$ cat src/rtl/stump_alu_pipe_if.sv
// stump_alu_pipe_if: request/result handshake bundle between a producer and the ALU pipe
interface stump_alu_pipe_if #(
    parameter int WIDTH = 16
);
    logic             in_valid;
    logic             in_ready;
    logic [WIDTH-1:0] operand_A;
    logic [WIDTH-1:0] operand_B;
    logic [2:0]       func;
    logic             c_in;
    logic             csh;
    logic             flag_en;
    logic             out_valid;
    logic             out_ready;
    logic [WIDTH-1:0] result;
    logic [3:0]       flags_out;
    logic [3:0]       cc;

    modport master (
        output in_valid, operand_A, operand_B, func, c_in, csh, flag_en, out_ready,
        input  in_ready, out_valid, result, flags_out, cc
    );

    modport slave (
        input  in_valid, operand_A, operand_B, func, c_in, csh, flag_en, out_ready,
        output in_ready, out_valid, result, flags_out, cc
    );
endinterface

$ cat src/rtl/stump_alu_pipe.sv
// stump_alu_pipe: single-stage Stump ALU with registered result, sticky flags
// and an optional iterative shift-add multiplier on func 6.
module stump_alu_pipe #(
    parameter int WIDTH  = 16,
    parameter bit MUL_EN = 1
) (
    input logic            clk,
    input logic            rst_n,
    stump_alu_pipe_if.slave bus
);
    localparam int SW = (WIDTH > 1) ? $clog2(WIDTH) : 1;
    localparam logic [SW-1:0] LAST_STEP = SW'(WIDTH - 1);

    typedef enum logic {IDLE, MUL} state_t;

    state_t           r_state;
    logic [SW-1:0]    r_step;
    logic [WIDTH-1:0] r_mcand;
    logic [WIDTH-1:0] r_mplier;
    logic [WIDTH-1:0] r_acc;
    logic             r_flag_en;
    logic             r_valid;
    logic [WIDTH-1:0] r_result;
    logic [3:0]       r_flags;
    logic [3:0]       r_cc;

    logic             w_accept;
    logic             w_is_mul;
    logic [WIDTH-1:0] w_bop;
    logic             w_cin;
    logic [WIDTH-1:0] w_sum;
    logic             w_cout;
    logic             w_v;
    logic [WIDTH-1:0] w_logic;
    logic [WIDTH-1:0] w_alu;
    logic [3:0]       w_alu_flags;
    logic [WIDTH-1:0] w_acc_next;
    logic             w_mul_done;
    logic             w_load;
    logic [WIDTH-1:0] w_new_result;
    logic [3:0]       w_new_flags;
    logic             w_new_fe;

    assign bus.in_ready  = (r_state == IDLE) & (~r_valid | bus.out_ready);
    assign bus.out_valid = r_valid;
    assign bus.result    = r_result;
    assign bus.flags_out = r_flags;
    assign bus.cc        = r_cc;

    assign w_accept = bus.in_valid & bus.in_ready;
    assign w_is_mul = MUL_EN && (bus.func == 3'd6);

    // SUB/SBC feed ~B into the adder; carry-in is 0/c_in/1/c_in for ADD/ADC/SUB/SBC
    assign w_bop = bus.func[1] ? ~bus.operand_B : bus.operand_B;
    assign w_cin = bus.func[0] ? bus.c_in : bus.func[1];
    assign {w_cout, w_sum} = {1'b0, bus.operand_A} + {1'b0, w_bop} + {{WIDTH{1'b0}}, w_cin};
    assign w_v = (bus.operand_A[WIDTH-1] == w_bop[WIDTH-1]) & (w_sum[WIDTH-1] != bus.operand_A[WIDTH-1]);

    assign w_logic = (bus.func == 3'd4) ? (bus.operand_A & bus.operand_B) :
                     (bus.func == 3'd5) ? (bus.operand_A | bus.operand_B) : bus.operand_A;
    assign w_alu = bus.func[2] ? w_logic : w_sum;
    assign w_alu_flags = {w_alu[WIDTH-1], w_alu == '0, bus.func[2] ? 1'b0 : w_v,
                          bus.func[2] ? bus.csh : w_cout};

    assign w_acc_next = r_acc + (r_mplier[0] ? r_mcand : '0);
    assign w_mul_done = (r_state == MUL) && (r_step == LAST_STEP);

    assign w_load       = w_mul_done | (w_accept & ~w_is_mul);
    assign w_new_result = w_mul_done ? w_acc_next : w_alu;
    assign w_new_flags  = w_mul_done ? {w_acc_next[WIDTH-1], w_acc_next == '0, 2'b00} : w_alu_flags;
    assign w_new_fe     = w_mul_done ? r_flag_en : bus.flag_en;

    always_ff @(posedge clk or negedge rst_n) begin
        if (!rst_n) begin
            r_state   <= IDLE;
            r_step    <= '0;
            r_mcand   <= '0;
            r_mplier  <= '0;
            r_acc     <= '0;
            r_flag_en <= 1'b0;
            r_valid   <= 1'b0;
            r_result  <= '0;
            r_flags   <= '0;
            r_cc      <= '0;
        end else begin
            if (r_state == IDLE) begin
                if (w_accept && w_is_mul) begin
                    r_state   <= MUL;
                    r_step    <= '0;
                    r_mcand   <= bus.operand_A;
                    r_mplier  <= bus.operand_B;
                    r_acc     <= '0;
                    r_flag_en <= bus.flag_en;
                end
            end else begin
                r_acc    <= w_acc_next;
                r_mcand  <= r_mcand << 1;
                r_mplier <= r_mplier >> 1;
                r_step   <= r_step + 1'b1;
                if (w_mul_done)
                    r_state <= IDLE;
            end
            if (w_load) begin
                r_result <= w_new_result;
                r_flags  <= w_new_flags;
                if (w_new_fe)
                    r_cc <= w_new_flags;
            end
            r_valid <= w_load | (r_valid & ~bus.out_ready);
        end
    end
endmodule

$ cat src/flat_wrapper.sv
// flat-port wrapper written by rule: the top's interface ports become plain ports
module stump_alu_pipe_flat 
#(
    parameter int WIDTH  = 16,
    parameter bit MUL_EN = 1
)
  (clk, rst_n, bus_in_valid, bus_operand_A, bus_operand_B, bus_func, bus_c_in, bus_csh, bus_flag_en, bus_out_ready, bus_in_ready, bus_out_valid, bus_result, bus_flags_out, bus_cc);
  stump_alu_pipe_if #(.WIDTH(WIDTH)) bus_i ();
  input logic clk;
  input logic rst_n;
  input wire logic [$bits(bus_i.in_valid)-1:0] bus_in_valid;
  input wire logic [$bits(bus_i.operand_A)-1:0] bus_operand_A;
  input wire logic [$bits(bus_i.operand_B)-1:0] bus_operand_B;
  input wire logic [$bits(bus_i.func)-1:0] bus_func;
  input wire logic [$bits(bus_i.c_in)-1:0] bus_c_in;
  input wire logic [$bits(bus_i.csh)-1:0] bus_csh;
  input wire logic [$bits(bus_i.flag_en)-1:0] bus_flag_en;
  input wire logic [$bits(bus_i.out_ready)-1:0] bus_out_ready;
  output wire logic [$bits(bus_i.in_ready)-1:0] bus_in_ready;
  output wire logic [$bits(bus_i.out_valid)-1:0] bus_out_valid;
  output wire logic [$bits(bus_i.result)-1:0] bus_result;
  output wire logic [$bits(bus_i.flags_out)-1:0] bus_flags_out;
  output wire logic [$bits(bus_i.cc)-1:0] bus_cc;
  assign bus_i.in_valid = bus_in_valid;
  assign bus_i.operand_A = bus_operand_A;
  assign bus_i.operand_B = bus_operand_B;
  assign bus_i.func = bus_func;
  assign bus_i.c_in = bus_c_in;
  assign bus_i.csh = bus_csh;
  assign bus_i.flag_en = bus_flag_en;
  assign bus_i.out_ready = bus_out_ready;
  assign bus_in_ready = bus_i.in_ready;
  assign bus_out_valid = bus_i.out_valid;
  assign bus_result = bus_i.result;
  assign bus_flags_out = bus_i.flags_out;
  assign bus_cc = bus_i.cc;
  stump_alu_pipe #(.WIDTH(WIDTH), .MUL_EN(MUL_EN)) u_core (.clk(clk), .rst_n(rst_n), .bus(bus_i));
endmodule
$ cat config.mk
export PLATFORM = sky130hd
export DESIGN_NAME = stump_alu_pipe_flat
export DESIGN_NICKNAME = d
export VERILOG_FILES = /design/src/rtl/stump_alu_pipe_if.sv /design/src/rtl/stump_alu_pipe.sv /design/src/flat_wrapper.sv
export SDC_FILE = /design/constraint.sdc
export NUM_CORES = 1
export LEC_CHECK = 0
export ABC_AREA = 1
export CORE_ASPECT_RATIO = 1.2
export CORE_UTILIZATION = 45
export CTS_CLUSTER_DIAMETER = 80
export DETAILED_ROUTE_END_ITERATION = 8
export PLACE_DENSITY = 0.67
export SETUP_SLACK_MARGIN = 0.5
export SLEW_MARGIN = 20
export SYNTH_ARGS = -nofsm -noshare
export SYNTH_HDL_FRONTEND = slang
export SYNTH_SLANG_ARGS = --single-unit
$ cat constraint.sdc
create_clock -name clk -period 3.6 [get_ports clk]
set_clock_uncertainty 0.15 [all_clocks]
set_input_delay 0.36 -clock clk [delete_from_list [all_inputs] [get_ports clk]]
set_output_delay 0.36 -clock clk [all_outputs]
set_load 0.02 [all_outputs]
==> results of run 1 <==
timing repair:
action | CTS | global route
setup endpoints to repair | 0 | 6
hold buffers | 0 | 1
endpoints found under the hold margin | 0 | 78
gates resized for setup | 0 | 8
buffers inserted | 0 | 2
area by class of cell:
type / count / area share
Multi-Input combinational cell: 630 / 0.476
Sequential cell: 78 / 0.283
Timing Repair Buffer: 81 / 0.116
Inverter: 104 / 0.0569
Clock buffer: 10 / 0.0346
Tap cell: 161 / 0.0292
Clock inverter: 4 / 0.00363
synthesized netlist by cell type:
cell	count
sky130_fd_sc_hd__fa_1	3
sky130_fd_sc_hd__ha_1	31
sky130_fd_sc_hd__clkbuf_1	11
sky130_fd_sc_hd__or2_1	3
sky130_fd_sc_hd__nand3b_1	8
sky130_fd_sc_hd__dfrtp_1	78
sky130_fd_sc_hd__o221ai_1	12
sky130_fd_sc_hd__nand4_1	5
sky130_fd_sc_hd__nor3_1	3
sky130_fd_sc_hd__xnor2_1	5
sky130_fd_sc_hd__o21bai_1	1
sky130_fd_sc_hd__o22ai_1	30
sky130_fd_sc_hd__nand3_2	1
sky130_fd_sc_hd__nor2_1	118
sky130_fd_sc_hd__inv_1	97
sky130_fd_sc_hd__buf_2	10
sky130_fd_sc_hd__o21ai_1	5
sky130_fd_sc_hd__a22o_1	2
sky130_fd_sc_hd__nor3_4	1
sky130_fd_sc_hd__xor2_1	20
sky130_fd_sc_hd__nand2_4	1
sky130_fd_sc_hd__o21a_1	1
sky130_fd_sc_hd__nand2_1	244
sky130_fd_sc_hd__nand2_2	1
sky130_fd_sc_hd__inv_4	1
sky130_fd_sc_hd__a21oi_2	2
sky130_fd_sc_hd__o211ai_1	11
sky130_fd_sc_hd__nand3_1	45
sky130_fd_sc_hd__o31ai_1	1
sky130_fd_sc_hd__and2_1	2
sky130_fd_sc_hd__a21oi_1	33
sky130_fd_sc_hd__a21o_1	1
sky130_fd_sc_hd__buf_6	2
sky130_fd_sc_hd__a31oi_1	2
sky130_fd_sc_hd__o21ai_0	36
sky130_fd_sc_hd__nor2_4	2
sky130_fd_sc_hd__inv_2	6
sky130_fd_sc_hd__buf_4	3
cells in the final DEF (no fill, tap or decap), types with 2 or more instances in the layout:
cell / count
sky130_fd_sc_hd__a21oi_1: 33
sky130_fd_sc_hd__a21oi_2: 2
sky130_fd_sc_hd__a22o_1: 2
sky130_fd_sc_hd__a31oi_1: 2
sky130_fd_sc_hd__and2_1: 2
sky130_fd_sc_hd__buf_4: 11
sky130_fd_sc_hd__buf_6: 2
sky130_fd_sc_hd__clkbuf_16: 9
sky130_fd_sc_hd__clkdlybuf4s50_1: 63
sky130_fd_sc_hd__clkinv_2: 2
sky130_fd_sc_hd__clkinvlp_4: 2
sky130_fd_sc_hd__dfrtp_1: 77
sky130_fd_sc_hd__dlymetal6s2s_1: 3
sky130_fd_sc_hd__fa_1: 2
sky130_fd_sc_hd__ha_1: 31
sky130_fd_sc_hd__inv_1: 96
sky130_fd_sc_hd__inv_2: 7
sky130_fd_sc_hd__nand2_1: 244
sky130_fd_sc_hd__nand3_1: 45
sky130_fd_sc_hd__nand3b_1: 8
sky130_fd_sc_hd__nand4_1: 5
sky130_fd_sc_hd__nor2_1: 118
sky130_fd_sc_hd__nor2_4: 2
sky130_fd_sc_hd__nor3_1: 3
sky130_fd_sc_hd__o211ai_1: 11
sky130_fd_sc_hd__o21ai_0: 36
sky130_fd_sc_hd__o21ai_1: 5
sky130_fd_sc_hd__o221ai_1: 12
sky130_fd_sc_hd__o22ai_1: 30
sky130_fd_sc_hd__or2_1: 3
sky130_fd_sc_hd__xnor2_1: 4
sky130_fd_sc_hd__xor2_1: 20
flip-flops by register name, summed over array words and instances (netlist names):
signal / count
u_core.bus.out_valid: 1
u_core.r_mcand: 16
u_core.r_acc: 16
u_core.r_state: 1
u_core.bus.cc: 4
u_core.r_step: 4
u_core.r_flag_en: 1
u_core.bus.flags_out: 3
u_core.r_mplier: 16
u_core.bus.result: 16
worst reg2reg max path, stage by stage (launching register included):
cell	delay (ps)
sky130_fd_sc_hd__dfrtp_2	430
sky130_fd_sc_hd__nand2_1	100
sky130_fd_sc_hd__inv_1	50
sky130_fd_sc_hd__ha_1	220
sky130_fd_sc_hd__fa_1	480
sky130_fd_sc_hd__nand3_1	130
sky130_fd_sc_hd__nand2_1	80
sky130_fd_sc_hd__nand2_1	70
sky130_fd_sc_hd__nand2_1	110
sky130_fd_sc_hd__xnor2_2	230
sky130_fd_sc_hd__nand2_1	80
sky130_fd_sc_hd__nor2_1	150
sky130_fd_sc_hd__nand4_1	160
sky130_fd_sc_hd__nand3_1	130
sky130_fd_sc_hd__nand2_1	50
sky130_fd_sc_hd__inv_1	40
power groups by stage:
stage | clock network [µW] | registers [µW] | logic [µW]
floorplan | 0 | 1670 | 2600
global placement | 0 | 1610 | 3730
detailed placement | 0 | 1630 | 3790
CTS | 851 | 1610 | 3810
global route | 883 | 1650 | 4410
finish | 832 | 1600 | 3910
routing by layer:
layer,track usage,up-vias
met5,0,-
met4,0.0936,0
met3,0.0373,25
met2,0.459,140
met1,0.337,2688
li1,-,2851
worst min path at each step:
| stage | start | to | depth (start not counted) |
|---|---|---|---|
| final | bus_operand_B[0] | u_core.r_mplier[0] | 3 |
| after CTS | rst_n | u_core.r_mplier[3] | 1 |
| after global placement | u_core.r_mplier[15] | u_core.r_mplier[15] | 2 |
| after floorplan | rst_n | u_core.bus.cc[0] | 0 |
| after global routing | bus_operand_B[0] | u_core.r_mplier[0] | 3 |
| after detailed placement | u_core.r_mplier[15] | u_core.r_mplier[15] | 2 |
per-stage QoR:
stage / std cells / area (µm²)
5_1_grt: 1068 / 6900
3_3_place_gp: 1051 / 6580
3_5_place_dp: 1051 / 6580
2_1_floorplan: 838 / 5760
6_report: 1068 / 6900
4_1_cts: 1065 / 6840
cell families after synthesis:
kind of cell,synth area share
and+or+nand+nor,0.310
AOI/OAI and AO/OA,0.143
buffers and inverters,0.0919
DFF,0.339
adders and majority gates,0.0778
xor gates and xnor gates,0.0380
==> run summary, run 1 <==
The maximum frequency from static timing analysis is 359 MHz. Data arrives at the worst endpoint at 2910 ps. The flow ran to the end, and the final reports show no timing, DRC or antenna violations. The total number of H-tree levels came out at 3. Measured along the x axis, the die boundary spans roughly 110 µm. After synthesis the netlist holds a flip-flop and latch count of a little under 80. The total grt overflow is 0. Entering global routing, the biggest net connects 79 pins. The residual antenna-violating net count after detailed routing is 0. The tool flagged a number of max-cap violations equal to 0. The worst setup path is launched from an input pin. Data on the critical path is required at its endpoint by 3730 ps. The ratio of routed vias to standard cells is ~5.3. The fraction of power spent switching nets is 0.488. The share of power burned in combinational logic came out at 0.616. The delay of the slowest cell on the worst path came out at between 500 and 600 ps. The kind of cell with the highest combined delay along the critical path is simple AND/OR/NAND/NOR gates. The standby leakage power is approximately 0.0035 µW. The peak ir drop on the vdd network came out at between 0.5 and 0.6 mV. The vertical die dimension came out at 126 µm. The number of search-and-repair iterations in the first detailed-routing pass is 5. The critical path's slowest cell is sky130_fd_sc_hd__clkdlybuf4s50_1. The unique cell type count in the Yosys netlist is 38. On the final layout, the worst hold slack is 259 ps. The synthesis-to-layout area growth is 19.9%. The sum of internal, switching and leakage power came out at 6340 µW. No sink is reached through more buffers than the 2 on the longest clock path. The overall routing resource usage is 0.265.

The total setup violations reported at the end of the flow is 0. The number of global-route vias before repair came out at around 5600. The min-delay analysis places its worst path in the category input pin to register. The share of total power dissipated in sequential elements is 0.252. The average wire length per cell after detail routing is about 16 µm. Setup slack on the worst reg-to-reg path comes out at a little under 900 ps.

At the end of routability-driven placement, the weighted congestion stood at 0.941. The number of nets in the synthesized netlist is between 900 and 1000. Setup repair after global routing left no endpoint under its margin.

For this configuration, the core starts out at a cell density of 0.469. The total vias in the final route is around 5700. The worst setup margin is approximately 820 ps. Walking the worst path, the cells encountered are clkdlybuf4s50_1 -> xor2_1 -> ha_1 -> nand2_1 -> nor2_1 -> nand3_1 -> nand3_1 -> nand2_1 -> nand3_1 -> nand2_1 -> inv_1 -> nand2_1 -> nor2_1 -> nand3_1 -> nand3_1 -> nand2_1 -> inv_1. The worst slack at placement came out at ~200 ps.

Of the synthesized area, sequential elements account for 0.339. The routed metal-1 wirelength is 7490 µm. The cell-internal power came out at between 3000 and 4000 µW. Summed over all nets, wire length on met2 after detailed routing comes to ~8000 µm.

The total length of routed wires is around 17000 µm. The area used by sequential logic in the layout is approximately 0.0020 mm². After clock tree synthesis, the clock-pin slew on the worst setup and hold paths is 60 ps. The relative slew slack came out at 0.517. The share of power burned in the clock network is 0.131. The CTS sink count came out at between 70 and 80. 68 I/O pins were placed. The number of logic stages on the critical path including buffering came out at 17. Sorting the synthesized cells by area gives the leading types as sky130_fd_sc_hd__dfrtp_1 34%, sky130_fd_sc_hd__nand2_1 16%, sky130_fd_sc_hd__nor2_1 7.7%, sky130_fd_sc_hd__ha_1 6.7%, sky130_fd_sc_hd__inv_1 6.3%. The power density over the cells came out at slightly above 900 mW/mm².

In this run the worst setup path terminates at u_core.bus.flags_out[2]. The number of antenna violations at the first check in global routing is 0. The number of design rule violations left after detail routing came out at 0.

The overall die area came out at about 0.013 mm². The largest area contributor in the synthesized netlist is sky130_fd_sc_hd__dfrtp_1. The standard cell core area is about 0.012 mm².

After filler insertion, the fill cell instance count of the layout stands at 1186. At the end of the flow the core is filled with cells to 0.562. The root buffer cell is sky130_fd_sc_hd__clkbuf_16. The number of placement rows came out at 44. The multi-input combinational cell area came out at between 0.003 and 0.004 mm². Synthesis handed over a netlist of 838 instances. The worst register-to-register path begins at u_core.r_mplier[0].

The total count of hold-check failures in the final report came to 0. The worst-margin pin slew came out at 725 ps. The half-perimeter wire length after detailed placement came out at between 10000 and 15000 µm. Along the worst path, the maximum fanout reaches 5. The sort of element at the end of the critical path is a register. The netlist area before placement came out at about 0.0058 mm². The clock latency reported for the late side of the worst-skew pair came out at 340 ps.

The total of buffers placed on input and output ports is 67. The setup path with the least slack is of type input pin to register. The final critical-path required period came out at 2780 ps.

The wire length on met3 is 676 µm. The reg-to-reg critical path endpoint is u_core.bus.flags_out[2]. The portion of the clock cycle consumed by the worst path in the final layout came out at 0.773. The first global-routing pass estimated 27800 µm of wire. The synthesis warning total is 0. Measured in cells, the most critical reg-to-reg path has a length of 15. Of the cells placed in the final design, the portion with a size suffix greater than 1 is 0.0518.

TritonCTS built the clock tree. The mean cell area of the mapped netlist is 6.87 µm². The number of DRC markers in iteration 0 is between 300 and 400. The most critical setup path has its startpoint at bus_operand_B[5]. The switching power is around 3100 µW.

In the final timing run, aggregate negative setup slack is 0 ps. The repair_antennas step left the layout with diodes totalling 0. The final number of max-transition violations is 0. The share of the synthesized area in the top cell type came out at 0.339. The number of buffers created by CTS is 9. The top routing layer in use is met4. The number of nets in the layout is ~1000. The count of buffer and inverter cells on the critical path came out at 3.
(Power assumes the default switching activity.)
==> run 2, diff against run 1 <==
- clock period: 3.6 -> 2.9 ns (I/O delays scaled with it)
==> run summary, run 2 (same netlist as run 1, synthesis figures left out) <==
The run finished with clean final reports. The required arrival time at the worst endpoint is slightly above 3000 ps. The cell sitting at the root of the clock tree is a sky130_fd_sc_hd__clkbuf_16. The arrival time of data at the critical path endpoint came out at approximately 2700 ps. The critical path start-end classification is register to register. The half-perimeter wire length after detailed placement came out at 13500 µm. The clock-pin slew of the registers on the worst-case setup and hold paths is ~70 ps. The final weighted congestion of routability-driven global placement is 0.918. Across all hold checks on the routed design, the worst slack comes to 183 ps. The number of DRC markers in iteration 0 came out at between 300 and 400. The region available for standard cell placement spans about 0.012 mm². The number of top-level pins came out at between 60 and 70.

The maximum number of pins on one net before global-route repair came out at between 70 and 80. In this run the deepest clock path goes through 2 buffers. TritonCTS built the clock tree. The total vias in the final route came out at 6101.

The largest fanout of any net on the critical path came out at 6. STA classifies the critical path endpoint as a register. The number of search-and-repair iterations in the first detailed-routing pass is 5. The worst slack at placement is -284 ps. The type of the worst min-delay path is input pin to register. The number of buffers created by CTS came out at 9. The number of max-cap violations is 0.

The die covers between 0.01 and 0.015 mm². Setup repair after global routing could not meet its margin everywhere. The launching element type of the critical path is a register. The number of antenna violations at the first check in global routing was 0. In this run the horizontal extent of the chip is between 100 and 150 µm. The end-of-flow core utilization is 0.672.

The vertical die dimension came out at ~130 µm. The overall routing resource usage came out at 0.289. The clock latency reported for the late side of the worst-skew pair is roughly 340 ps.

The final number of max-transition violations is 0. Fill cells in the final layout number 1037. In the layout the commonest cells are 192 x sky130_fd_sc_hd__nand2_1, 102 x sky130_fd_sc_hd__nor2_1, 85 x sky130_fd_sc_hd__inv_1, 78 x sky130_fd_sc_hd__buf_4, 77 x sky130_fd_sc_hd__dfrtp_1. The total number of H-tree levels came out at 3. The total of buffers placed on input and output ports is 67.

The worst-margin pin slew is ~730 ps. For this design the static power due to leakage is 0.00407 µW. The first global-routing pass estimated 30300 µm of wire. Setup slack closes at 341 ps. The ratio of routed vias to standard cells is ~5.3. Relative to the synthesized area, the layout overhead comes to 43.3%. Of the available clock period, the critical path in the final layout requires 0.882. The power density over the cells is roughly 1200 mW/mm². Summing all flip-flop and latch instances after layout gives 0.00195 mm². The total setup violations reported at the end of the flow is 0. The peak ir drop on the vdd network came out at ~0.87 mV. The CTS sink count is 78. The maximum frequency from static timing analysis came out at 391 MHz. The repair_antennas step left the layout with diodes totalling 0.

The total count of hold-check failures in the final report is 0. The residual antenna-violating net count after detailed routing came out at 0. The starting density of the core is 0.469.

The total grt overflow came out at 0. The number of global-route vias before repair is 6192. For this run, the post-layout net count is 1061. The total length of routed wires is roughly 19000 µm. In the final routed layout, each cell accounts on average for roughly 16 µm. The number of placement rows is 44. The leading cell type in the layout, fill and taps excluded is sky130_fd_sc_hd__nand2_1. For the finished layout, the period the worst path requires is around 2600 ps. The relative slew slack is 0.516. The number of design rule violations left after detail routing is 0.

The multi-input combinational cell area is just under 0.004 mm². In the final layout, the share of cells above drive strength 1 is 0.268.
-- run 2: cell types whose count changed in the layout (fill, tap and decap cells not counted), sizes merged --
| cell | change |
|---|---|
| buf | +83 |
| bufinv | +1 |
| clkbuf | +1 |
| clkdlybuf4s50 | -12 |
| clkinv | -2 |
| clkinvlp | +1 |
| dlygate4sd2 | +3 |
| dlymetal6s2s | +6 |
| inv | +2 |
-- run 2: worst max-delay path: stages (launching register included) --
cell and delay (ps):
sky130_fd_sc_hd__dfrtp_2 430, sky130_fd_sc_hd__buf_12 140, sky130_fd_sc_hd__buf_4 150, sky130_fd_sc_hd__nand2_1 60, sky130_fd_sc_hd__inv_1 60, sky130_fd_sc_hd__ha_4 300
sky130_fd_sc_hd__nand2_1 80, sky130_fd_sc_hd__inv_1 80, sky130_fd_sc_hd__nand3_2 90, sky130_fd_sc_hd__nor3_2 100, sky130_fd_sc_hd__nand2_1 120, sky130_fd_sc_hd__nand3_2 100
sky130_fd_sc_hd__nand3_1 90, sky130_fd_sc_hd__nor2_1 140, sky130_fd_sc_hd__nand4_1 180, sky130_fd_sc_hd__nand3_1 130, sky130_fd_sc_hd__nand2_1 50, sky130_fd_sc_hd__inv_1 40
-- run 2: worst paths after layout --
kind	slack, ps	start	to	cells past startpoint
max in group asynchronous	1660	rst_n	u_core.r_mcand[11]	2
setup reg to reg	340	u_core.r_mplier[0]	u_core.bus.cc[2]	17
min in group asynchronous	420	rst_n	u_core.r_mplier[3]	2
setup / recovery	340	u_core.r_mplier[0]	u_core.bus.cc[2]	17
hold reg to reg	340	u_core.bus.flags_out[1]	u_core.bus.flags_out[1]	2
hold / removal	180	bus_operand_B[3]	u_core.r_mplier[3]	3
-- run 2: layout make-up --
cell class | count | area share
Sequential cell | 78 | 0.237
Inverter | 104 | 0.0482
Clock buffer | 10 | 0.0278
Tap cell | 161 | 0.0244
Timing Repair Buffer | 162 | 0.184
Clock inverter | 6 | 0.00849
Multi-Input combinational cell | 630 | 0.470
-- run 2: routing by layer --
| metal | GRT usage | vias up | wire length, µm |
|---|---|---|---|
| li1 | - | 3015 | - |
| met1 | 0.359 | 2929 | 8040 |
| met2 | 0.513 | 127 | 9490 |
| met3 | 0.0321 | 30 | 586 |
| met4 | 0.110 | 0 | 403 |
| met5 | 0 | - | 0 |
-- run 2: what timing repair did --
item,CTS,global route
resized for setup,94,102
hold buffers,0,1
endpoints found under the hold margin,0,78
setup buffers,19,9
cloned,1,0
pin swaps,52,73
endpoints found under the setup margin,24,20
-- run 2: stage by stage --
stage                     setup TNS (ps)  area [µm²]  total power [µW]  cells
after floorplan                        0        5820              5310    838
after global placement             -1390        7040              6950   1105
after detailed placement           -2420        7040              7090   1105
after CTS                              0        7890              9180   1141
after global routing                   0        8250             11000   1151
final                                  0        8250             10200   1151
-- run 2: where the power goes --
group	total [µW]	switching, µW	internal [µW]
combinational	7050	3950	3100
sequential	2030	403	1620
clock	1160	483	674
